--- src/rtl/seg7_pkg.sv ---
// Shared definitions for the 4-digit 7-segment scan controller.
//  - scan_state_e : scanner FSM states
//  - NUM_DIG/SEG_W: digit count and segment-pattern width
//  - SEG_TABLE    : hex nibble -> {g,f,e,d,c,b,a} pattern, active high
package seg7_pkg;

  typedef enum logic [1:0] {
    IDLE  = 2'd0,
    BLANK = 2'd1,
    SHOW  = 2'd2
  } scan_state_e;

  localparam int NUM_DIG = 4;
  localparam int SEG_W   = 7;

  localparam logic [SEG_W-1:0] SEG_TABLE [16] = '{
    7'h3F, 7'h06, 7'h5B, 7'h4F, 7'h66, 7'h6D, 7'h7D, 7'h07,
    7'h7F, 7'h6F, 7'h77, 7'h7C, 7'h39, 7'h5E, 7'h79, 7'h71
  };

endpackage

--- src/rtl/seg7_decoder.sv ---
// Combinational hex-to-7-segment decoder.
//  nib_i : 4-bit hex nibble
//  seg_o : segment pattern {g,f,e,d,c,b,a}, active high
module seg7_decoder
  import seg7_pkg::*;
(
  input  logic [3:0]       nib_i,
  output logic [SEG_W-1:0] seg_o
);

  // table lookup of the segment pattern
  always_comb begin
    seg_o = SEG_TABLE[nib_i];
  end

endmodule

--- src/rtl/seg7_scan_ctrl.sv ---
// Time-multiplexed scanner for a 4-digit 7-segment display.
// Each digit slot is SCAN_DIV cycles: BLANK_CYC dark cycles, then the digit
// is shown. New display values arrive over a valid/ready handshake into a
// one-entry pending buffer and are applied only at frame boundaries (or at
// any time while idle), so a frame is never torn.
//  clk, rst_n          : clock, async active-low reset
//  en                  : 1 = scan, 0 = dark/idle
//  data_in, dp_in      : four hex nibbles and decimal points (bit i -> digit i+1)
//  dig_mask            : per-digit lit enable (slot timing unaffected)
//  data_vld, data_rdy  : producer handshake
//  d7seg, dp, dig1..4  : registered display pins, active high
//  frame_done          : 1-cycle pulse at the end of the digit-4 slot
module seg7_scan_ctrl
  import seg7_pkg::*;
#(
  parameter int SCAN_DIV  = 50000,
  parameter int BLANK_CYC = 16
) (
  input  logic             clk,
  input  logic             rst_n,
  input  logic             en,
  input  logic [15:0]      data_in,
  input  logic [3:0]       dp_in,
  input  logic [3:0]       dig_mask,
  input  logic             data_vld,
  output logic             data_rdy,
  output logic [SEG_W-1:0] d7seg,
  output logic             dp,
  output logic             dig1,
  output logic             dig2,
  output logic             dig3,
  output logic             dig4,
  output logic             frame_done
);

  localparam int CNT_W = (SCAN_DIV > 1) ? $clog2(SCAN_DIV) : 1;
  localparam logic [CNT_W-1:0] CNT_LAST   = CNT_W'(SCAN_DIV - 1);
  localparam logic [CNT_W-1:0] BLANK_LAST = CNT_W'(BLANK_CYC - 1);
  localparam logic [CNT_W-1:0] CNT_ONE    = CNT_W'(1);

  // {data nibbles[15:0], decimal points[3:0]}
  scan_state_e      state_q, state_d;
  logic [1:0]       idx_q, idx_d;
  logic [CNT_W-1:0] cnt_q, cnt_d;
  logic [19:0]      pend_q, pend_d;
  logic             pend_full_q, pend_full_d;
  logic [19:0]      act_q, act_d;
  logic             rdy_q, rdy_d;
  logic [SEG_W-1:0] seg_q, seg_d;
  logic             dp_q, dp_d;
  logic [3:0]       dig_q, dig_d;
  logic             fd_q, fd_d;

  logic             frame_end_s;
  logic             xfer_s;
  logic             apply_s;
  logic [15:0]      act_data_s;
  logic [3:0]       cur_nib_s;
  logic [SEG_W-1:0] dec_seg_s;

  assign act_data_s  = act_q[19:4];
  assign cur_nib_s   = act_data_s[{idx_q, 2'b00} +: 4];
  assign frame_end_s = (state_q == SHOW) && (idx_q == 2'd3) && (cnt_q == CNT_LAST);

  seg7_decoder u_dec (
    .nib_i (cur_nib_s),
    .seg_o (dec_seg_s)
  );

  // scan FSM: slot counter and digit index; en low forces IDLE from any state
  always_comb begin
    state_d = state_q;
    idx_d   = idx_q;
    cnt_d   = cnt_q;
    if (!en) begin
      state_d = IDLE;
      idx_d   = 2'd0;
      cnt_d   = '0;
    end else begin
      case (state_q)
        IDLE: begin
          state_d = BLANK;
          idx_d   = 2'd0;
          cnt_d   = '0;
        end
        BLANK: begin
          cnt_d = cnt_q + CNT_ONE;
          if (cnt_q == BLANK_LAST) begin
            state_d = SHOW;
          end else begin
            state_d = BLANK;
          end
        end
        SHOW: begin
          if (cnt_q == CNT_LAST) begin
            state_d = BLANK;
            cnt_d   = '0;
            idx_d   = idx_q + 2'd1;
          end else begin
            cnt_d   = cnt_q + CNT_ONE;
          end
        end
        default: begin
          state_d = IDLE;
          idx_d   = 2'd0;
          cnt_d   = '0;
        end
      endcase
    end
  end

  // handshake and pending/active buffers; ready mirrors an empty pending slot
  always_comb begin
    pend_d      = pend_q;
    pend_full_d = pend_full_q;
    act_d       = act_q;
    xfer_s      = data_vld && rdy_q;
    // a transfer needs an empty pending slot, so it never coincides with an apply
    apply_s     = pend_full_q && ((state_q == IDLE) || frame_end_s);
    if (apply_s) begin
      act_d       = pend_q;
      pend_full_d = 1'b0;
    end else if (xfer_s) begin
      pend_d      = {data_in, dp_in};
      pend_full_d = 1'b1;
    end else begin
      pend_full_d = pend_full_q;
    end
    rdy_d = !pend_full_d;
  end

  // next pin values; gated by en so dropping it darkens the display on the next cycle
  always_comb begin
    seg_d = '0;
    dp_d  = 1'b0;
    dig_d = 4'b0000;
    fd_d  = 1'b0;
    if (en && (state_q == SHOW)) begin
      if (dig_mask[idx_q]) begin
        dig_d[idx_q] = 1'b1;
        seg_d        = dec_seg_s;
        dp_d         = act_q[idx_q];
      end else begin
        dig_d = 4'b0000;
      end
      fd_d = frame_end_s;
    end else begin
      fd_d = 1'b0;
    end
  end

  // state and output registers
  always_ff @(posedge clk or negedge rst_n) begin
    if (!rst_n) begin
      state_q     <= IDLE;
      idx_q       <= 2'd0;
      cnt_q       <= '0;
      pend_q      <= 20'd0;
      pend_full_q <= 1'b0;
      act_q       <= 20'd0;
      rdy_q       <= 1'b0;
      seg_q       <= '0;
      dp_q        <= 1'b0;
      dig_q       <= 4'b0000;
      fd_q        <= 1'b0;
    end else begin
      state_q     <= state_d;
      idx_q       <= idx_d;
      cnt_q       <= cnt_d;
      pend_q      <= pend_d;
      pend_full_q <= pend_full_d;
      act_q       <= act_d;
      rdy_q       <= rdy_d;
      seg_q       <= seg_d;
      dp_q        <= dp_d;
      dig_q       <= dig_d;
      fd_q        <= fd_d;
    end
  end

  assign data_rdy   = rdy_q;
  assign d7seg      = seg_q;
  assign dp         = dp_q;
  assign dig1       = dig_q[0];
  assign dig2       = dig_q[1];
  assign dig3       = dig_q[2];
  assign dig4       = dig_q[3];
  assign frame_done = fd_q;

endmodule
--- config.mk ---
export PLATFORM = sky130hd
export DESIGN_NAME = seg7_scan_ctrl
export DESIGN_NICKNAME = d
export VERILOG_FILES = /design/src/rtl/seg7_pkg.sv /design/src/rtl/seg7_decoder.sv /design/src/rtl/seg7_scan_ctrl.sv
export SDC_FILE = /design/constraint.sdc
export NUM_CORES = 1
export LEC_CHECK = 0
export BUFFER_PORTS_ARGS = -buffer_cell sky130_fd_sc_hd__buf_2
export CORE_ASPECT_RATIO = 1.4
export CORE_MARGIN = 2
export CORE_UTILIZATION = 40
export DETAILED_ROUTE_END_ITERATION = 10
export PLACE_DENSITY_LB_ADDON = 0.12
export SYNTH_ARGS = -nofsm -noshare
export SYNTH_HDL_FRONTEND = slang
export SYNTH_HIERARCHICAL = 1
export SYNTH_SLANG_ARGS = --single-unit
--- constraint.sdc ---
create_clock -name clk -period 2.4 [get_ports clk]
set_input_delay 0.24 -clock clk [delete_from_list [all_inputs] [get_ports clk]]
set_output_delay 0.24 -clock clk [all_outputs]
set_load 0.1 [all_outputs]
**Word-level counts from Yosys, hierarchy flattened**

Memories as Yosys holds them, arrays and structs flattened.
Index checks and enable logic that the tools add are counted.

- Memories kept: 1
- Bits of input ports: 28
- Flip-flop bits (word level): 75
- Output and inout bits: 14
- Word-level logic and storage cells: 66
- Memory bits (read-only): 112

Memory list:

| name | depth | bits a word | rd ports | clocked after Yosys merged registers in | write ports | RTL line | source |
|---|---|---|---|---|---|---|---|
| (name not given) | 16 | 7 | 1 | 0 | 0 | seg7_decoder.sv:13 | `seg_o = SEG_TABLE[nib_i];` |

- Muxes and demuxes: 27
- Shift operators: 1
- Bitwise gates (word level): 2
- Magnitude comparators: 4
- Equal/unequal tests: 7
- Reductions and logical operators: 11
- Add/sub/neg operators: 2

Operator list:

| kind | number |
|---|---|
| two-way mux 16 bit | 2 |
| case mux 16 bit (2 select lines) | 1 |
| two-way mux 7 bit | 4 |
| adder 16 x 1 -> 16 bit, second input constant | 1 |
| == test 16 bit, second input constant | 1 |
| == test 16 x 4 -> 1 bit, second input constant | 1 |
| variable part select 16 x 5 -> 4 bit | 1 |
| two-way mux 2 bit | 5 |
| two-way mux 1 bit | 8 |
| two-way mux 4 bit | 2 |
| logical AND 1 bit | 6 |
| less-than comparator 2 x 6 -> 1 bit, second input constant | 1 |
| case mux 2 bit (3 select lines) | 1 |
| >= comparator 5 bit, second input constant | 1 |
| NOT 4 -> 5 bit | 1 |
| binary-select mux 1 bit (select 2 bit) | 2 |
| == test 2 bit, second input constant | 2 |
| case mux 2 bit (2 select lines) | 1 |
| AND reduction 2 bit | 2 |
| less-than comparator 2 x 3 -> 1 bit, second input constant | 1 |
| != test 3 x 2 -> 1 bit, second input constant | 1 |
| adder 2 x 1 -> 2 bit, second input constant | 1 |
| demux 1 bit (select 2 bit) | 1 |
| == test 2 x 1 -> 1 bit, second input constant | 1 |
| other kinds (6) | 6 |

**Depth between registers and ports, before layout**

- Depth in word-level cells: 7
- Depth in mapped cells: 7

**Modules after synthesis**

Netlist, hierarchy kept.

By module, submodules not included:

| module | cells an instance | seq. area each (µm²) | area each (µm²) | times used |
|---|---|---|---|---|
| seg7_scan_ctrl | 253 | 1876.8 | 3580.9 | 1 |
| seg7_decoder | 33 | 0.0 | 287.8 | 1 |

**Worst setup path before layout**

No wires, ideal clock.

- Path kind: flip-flop to flip-flop
- Start point: register idx_q[0]
- End point: register seg_q[3], in the netlist d7seg[3]
- Buffers on the path: 1
- Clock period less this slack: 2239 ps
- Required time: 2281 ps
- Setup time: 119 ps
- Arrival time: 2120 ps
- Slack: 161 ps
- Stages on the path, launching flop included: 8
- Cell sequence: dfrtp_1 > buf_2 > mux4_2 > inv_1 > ha_1 > inv_1 > mux4_1 > and2_1

- Word-level cells in the longest chain between the ends: 7

Ends and longest elaborated chain:

| item | RTL line | source |
|---|---|---|
| from (decl) | seg7_scan_ctrl.sv:43 | `logic [1:0] idx_q, idx_d;` |
| from (signal assigned) | seg7_scan_ctrl.sv:168 | `idx_q <= idx_d;` |
| variable part select 16 x 5 -> 4 bit | seg7_scan_ctrl.sv:62 | `assign cur_nib_s = act_data_s[{idx_q, 2'b00} +: 4];` |
| via cur_nib_s[1] | seg7_scan_ctrl.sv:58 | `logic [3:0] cur_nib_s;` |
| NOT 4 -> 5 bit (not written as such) | seg7_decoder.sv:13 |  |
| memory read (16 x 7 bit) | - |  |
| two-way mux 7 bit (not written as such) (2 in series) | seg7_decoder.sv:13 |  |
| via dec_seg_s[3] | seg7_scan_ctrl.sv:59 | `logic [SEG_W-1:0] dec_seg_s;` |
| two-way mux 7 bit | seg7_scan_ctrl.sv:139 | `if (dig_mask[idx_q]) begin` |
| two-way mux 7 bit | seg7_scan_ctrl.sv:138 | `if (en && (state_q == SHOW)) begin` |
| via seg_d[3] | seg7_scan_ctrl.sv:49 | `logic [SEG_W-1:0] seg_q, seg_d;` |
| to (signal assigned) | seg7_scan_ctrl.sv:174 | `seg_q <= seg_d;` |
| to (decl) | seg7_scan_ctrl.sv:49 |  |

The timed path passes the listed nets, and every way through them passes these cells. The select of a mux whose other input is x is not followed.
A chain may end at the register's enable or synchronous reset.

**Worst setup path in the final report**

Same ends and word-level chain as after synthesis.

==> results.md <==
- The flow ran to the end, and the final reports show no timing, DRC or antenna violations.
- Summing all placed instances gives a cell area of 4190 um^2.
- The floorplan die height is 120 um.
- During I/O placement, the number of pins put on the boundary was 42.
- For this design, the slowest cell found on the critical path is sky130_fd_sc_hd__mux4_2.
- The total congestion overflow is 0.
- For this run, design rule violations remaining after detail routing come to 0.
- The filler cell count in the final layout is 859.
- The switching component of the power is 1.30 mW.
- The number of endpoints failing setup at the final stage is 0.
- The post-synthesis instance area is 3870 um^2.
- Of all nets on the critical path, the largest fanout is 5.
- The switching share of power is 29.1%.
- The type of the worst setup path is reg -> reg.
- The detailed-route vias per instance is 5.07.
- Once the floorplan was initialized, standard cells occupied 40.9% of the core.
- The achievable frequency is 0.447 GHz.
- The floorplan has 42 rows.
- The number of enable flip-flop cells after synthesis is 0.
- The share of the Yosys chip area taken by registers is 48.5%.
- The count of cells resized by post-cts repair is 0.
- Registers are responsible for 40.8% of the overall power.
- sky130_fd_sc_hd__dfrtp_1 takes more of the synthesized area than any other cell.
- The detailed-placement wirelength estimate is 4850 um.
- No sink is reached through more buffers than the 2 on the longest clock path.
- The share of the clock period used by the worst path is 93.2%.
- The register clock-pin slew on the reported worst setup and hold paths is 0.07 ns.
- Of the cells placed in the final design, the portion with a size suffix greater than 1 is 36.9%.
- The total via count after detailed routing is 2260.
- The number of sinks driven by the clock tree is 75.
- Cell internal power was estimated by the tool at 3.18 mW.
- The clock network fraction of total power is 29.4%.
- The initial detailed-routing violation count is 47.
- The number of endpoints with negative hold slack in the final report is 0.
- Clock skew on the completed layout was measured at 0.00740 ns.
- The kind of end point of the critical path is a flop.
- The sequential standard cell area is 1880 um^2.
- The final count of pins violating max slew was 0.
- The signal on the critical path passes through mux4_2, inv_1, ha_1, inv_1, mux4_1, and2_1.
- Each instance of the synthesized netlist takes up on average 13.5 um^2.
- The number of warning messages in the yosys log is 6.
- TritonCTS built the clock tree.
- The average wire per standard cell is 15.5 um.
- The clock latency reported for the late side of the worst-skew pair is 0.34 ns.
- The critical path required time is 2.63 ns.
- For the finished layout, the period the worst path requires is 2.24 ns.
- Across the VDD grid, the largest voltage drop is 395 uV.
- The count of placed standard cells including taps is 429.
- The power after layout is 4.48 mW.
- Yosys mapped the design onto 50 distinct sky130hd cell types.
- The most instantiated library cell after synthesis is sky130_fd_sc_hd__dfrtp_1.
- The number of I/O port buffers is 41.
- The initial antenna violation count came to 0.
- The floorplan die area is 10500 um^2.
- The post-route cell area is 4490 um^2.
- Relative to the synthesized area, the layout overhead comes to 16.0%.
- In this run the remaining antenna-violating nets after routing total 0.
- The tightest min-delay check is of the in -> reg type.
- The non-filler instance count after layout is 446.
- For this design the ratio of total power to cell area is 997 nW/um^2.
- The wire length after detailed routing is 6920 um.
- The H-tree was split into 3 levels.
- The synthesized netlist cell count is 286.
- By instance count, the cell type seen most on the critical path is sky130_fd_sc_hd__inv_1.
- Combinational logic burns 29.8% of the power.
- Setup repair after global routing left no endpoint under its margin.
- Ranked by total cell area, the synthesized netlist is headed by sky130_fd_sc_hd__dfrtp_1 49%, sky130_fd_sc_hd__mux2_4 16%, sky130_fd_sc_hd__ha_1 5.2%.
- The maximum number of pins on one net before global-route repair is 44.
- The area fraction of the dominant cell type after synthesis is 48.5%.
- The post-synthesis net count is 330.
- After synthesis, the share of flip-flops with an asynchronous set or reset is 100%.
- Headroom to the max-slew limit came out at 62.1%.
- In the synthesized netlist, the cells that appear most often are 75 x sky130_fd_sc_hd__dfrtp_1, 40 x sky130_fd_sc_hd__mux2_4, 16 x sky130_fd_sc_hd__ha_1, 15 x sky130_fd_sc_hd__and2_1, 14 x sky130_fd_sc_hd__nand2_1.
- The last weighted congestion value of the routability-driven placer is 0.711.
- Global routing consumed, over all layers together, 14.6% of the routing resources.
- The number of search-and-repair iterations in the first detailed-routing pass is 4.
- The overall die width is 87.1 um.
- The total core area is 9460 um^2.
- The first-pass GRT wire length is 11600 um.
- The clock root buffer is sky130_fd_sc_hd__clkbuf_16.
- For this design the static power due to leakage is 2.10 nW.
- The net count reported at finish is 375.
- At the worst endpoint, the arrival time is 2.47 ns.
- At the pin with the least slew margin, the transition time is 0.568 ns.
- The number of CTS-inserted buffers is 9.
- STA classifies the critical path startpoint as a flop.
- In the synthesized netlist the dominant register cell turns out to be sky130_fd_sc_hd__dfrtp_1.
- The largest single stage delay on the critical path is 0.61 ns.
- The number of max-cap violations is 0.
- The count of state elements after synthesis is 75.
- Summing all multi-input logic gate instances after layout gives 1840 um^2.
- The total negative setup slack is 0 ns.
- 0 antenna diodes ended up in the layout.
- The number of global-route vias before repair came to 2351.
area by class of cell:
| cell class | count | share of cell area (%) |
|---|---|---|
| Inverter | 11 | 0.920 |
| Clock inverter | 7 | 1.45 |
| Clock buffer | 9 | 5.02 |
| Sequential cell | 75 | 41.8 |
| Timing Repair Buffer | 48 | 6.69 |
| Tap cell | 110 | 3.07 |
| Multi-Input combinational cell | 186 | 41.0 |
final timing paths:
kind / to / cells past startpoint / from / slack (ns)
worst min register to register: cnt_q[0] / 1 / cnt_q[0] / 0.48
worst max register to register: d7seg[3] / 6 / idx_q[0] / 0.16
min in group asynchronous: dig_q[1] / 2 / rst_n / 0.45
max in group asynchronous: pend_q[4] / 3 / rst_n / 1.38
worst min-delay path: pend_q[17] / 2 / data_in[13] / 0.13
worst max-delay path: d7seg[3] / 6 / idx_q[0] / 0.16
power by group through the flow:
stage               clock [mW]  combinational, mW  sequential (mW)
detailed placement           0               1.34             1.86
floorplan                    0               1.13             1.80
finish                    1.31               1.33             1.83
CTS                       1.36               1.35             1.84
global placement             0               1.32             1.85
global route              1.43               1.46             1.88
cells by family (layout without fill, tap and decap cells):
logic type | count (synthesis) | count (layout) | share of synthesized area (%)
AOI/OAI and AO/OA | 25 | 25 | 5.56
muxes | 55 | 55 | 21.9
and+or+nand+nor | 80 | 80 | 12.7
xor gates and xnor gates | 10 | 10 | 2.26
DFF | 75 | 75 | 48.5
adders and majority gates | 16 | 16 | 5.17
buffers and inverters | 25 | 75 | 3.88
flip-flops by register name, summed over array words and instances (netlist names):
register and cells:
act_q 20, cnt_q 16, d7seg 7, data_rdy 1
dig_q 4, dp 1, frame_done 1, idx_q 2
pend_full_q 1, pend_q 20, state_q 2
placed cells by master, fill, tap and decap left out, types with 3 or more instances in the layout:
cell type                   netlist  routed
sky130_fd_sc_hd__nand3_1          8       8
sky130_fd_sc_hd__a21oi_1          8       8
sky130_fd_sc_hd__clkbuf_16        0       9
sky130_fd_sc_hd__buf_12           0       3
sky130_fd_sc_hd__and3_1           3       3
sky130_fd_sc_hd__nor2_1          13      13
sky130_fd_sc_hd__xnor2_1          3       3
sky130_fd_sc_hd__mux2_2           3       3
sky130_fd_sc_hd__and2_1          15      15
sky130_fd_sc_hd__xor2_1           7       7
sky130_fd_sc_hd__ha_1            16      16
sky130_fd_sc_hd__inv_6            0       3
sky130_fd_sc_hd__mux4_2           6       6
sky130_fd_sc_hd__o21ai_0          4       4
sky130_fd_sc_hd__inv_1           11      11
sky130_fd_sc_hd__buf_2            4      40
sky130_fd_sc_hd__buf_4            1       4
sky130_fd_sc_hd__o31ai_1          3       3
sky130_fd_sc_hd__nand2_1         14      14
sky130_fd_sc_hd__mux2i_1          5       5
sky130_fd_sc_hd__nor3_1           5       5
sky130_fd_sc_hd__dfrtp_1         75      75
sky130_fd_sc_hd__mux2_4          40      40
per-layer routing:
layer,vias up,track usage [%],wire (um)
met5,-,0,0
met4,0,5.77,128
met3,8,4.78,243
met2,33,23.9,3510
met1,1120,17.7,3040
li1,1099,-,-
what timing repair did:
item,in CTS,in global routing
hold buffers,1,0
endpoints found under the hold margin,42,0
setup buffers,0,0
worst max-delay path, delay by kind of cell (launching register included):
kind	cells	cell delay (ns)
fa+ha+maj	1	0.24
buf+inv	2	0.20
mux	2	1.07
flops	1	0.49
simple gates	1	0.14
stage by stage:
| stage | setup WS (ns) | util [%] | hold WS [ns] |
|---|---|---|---|
| after floorplan | 0.161 | - | -0.0556 |
| after global placement | 0.210 | 44.3 | 0.282 |
| after detailed placement | 0.157 | 44.3 | 0.286 |
| after CTS | 0.151 | 47.4 | 0.117 |
| after global routing | 0.0142 | 47.4 | 0.115 |
| final | 0.162 | 47.4 | 0.131 |
Note: power is estimated with default switching activity, not from simulation.
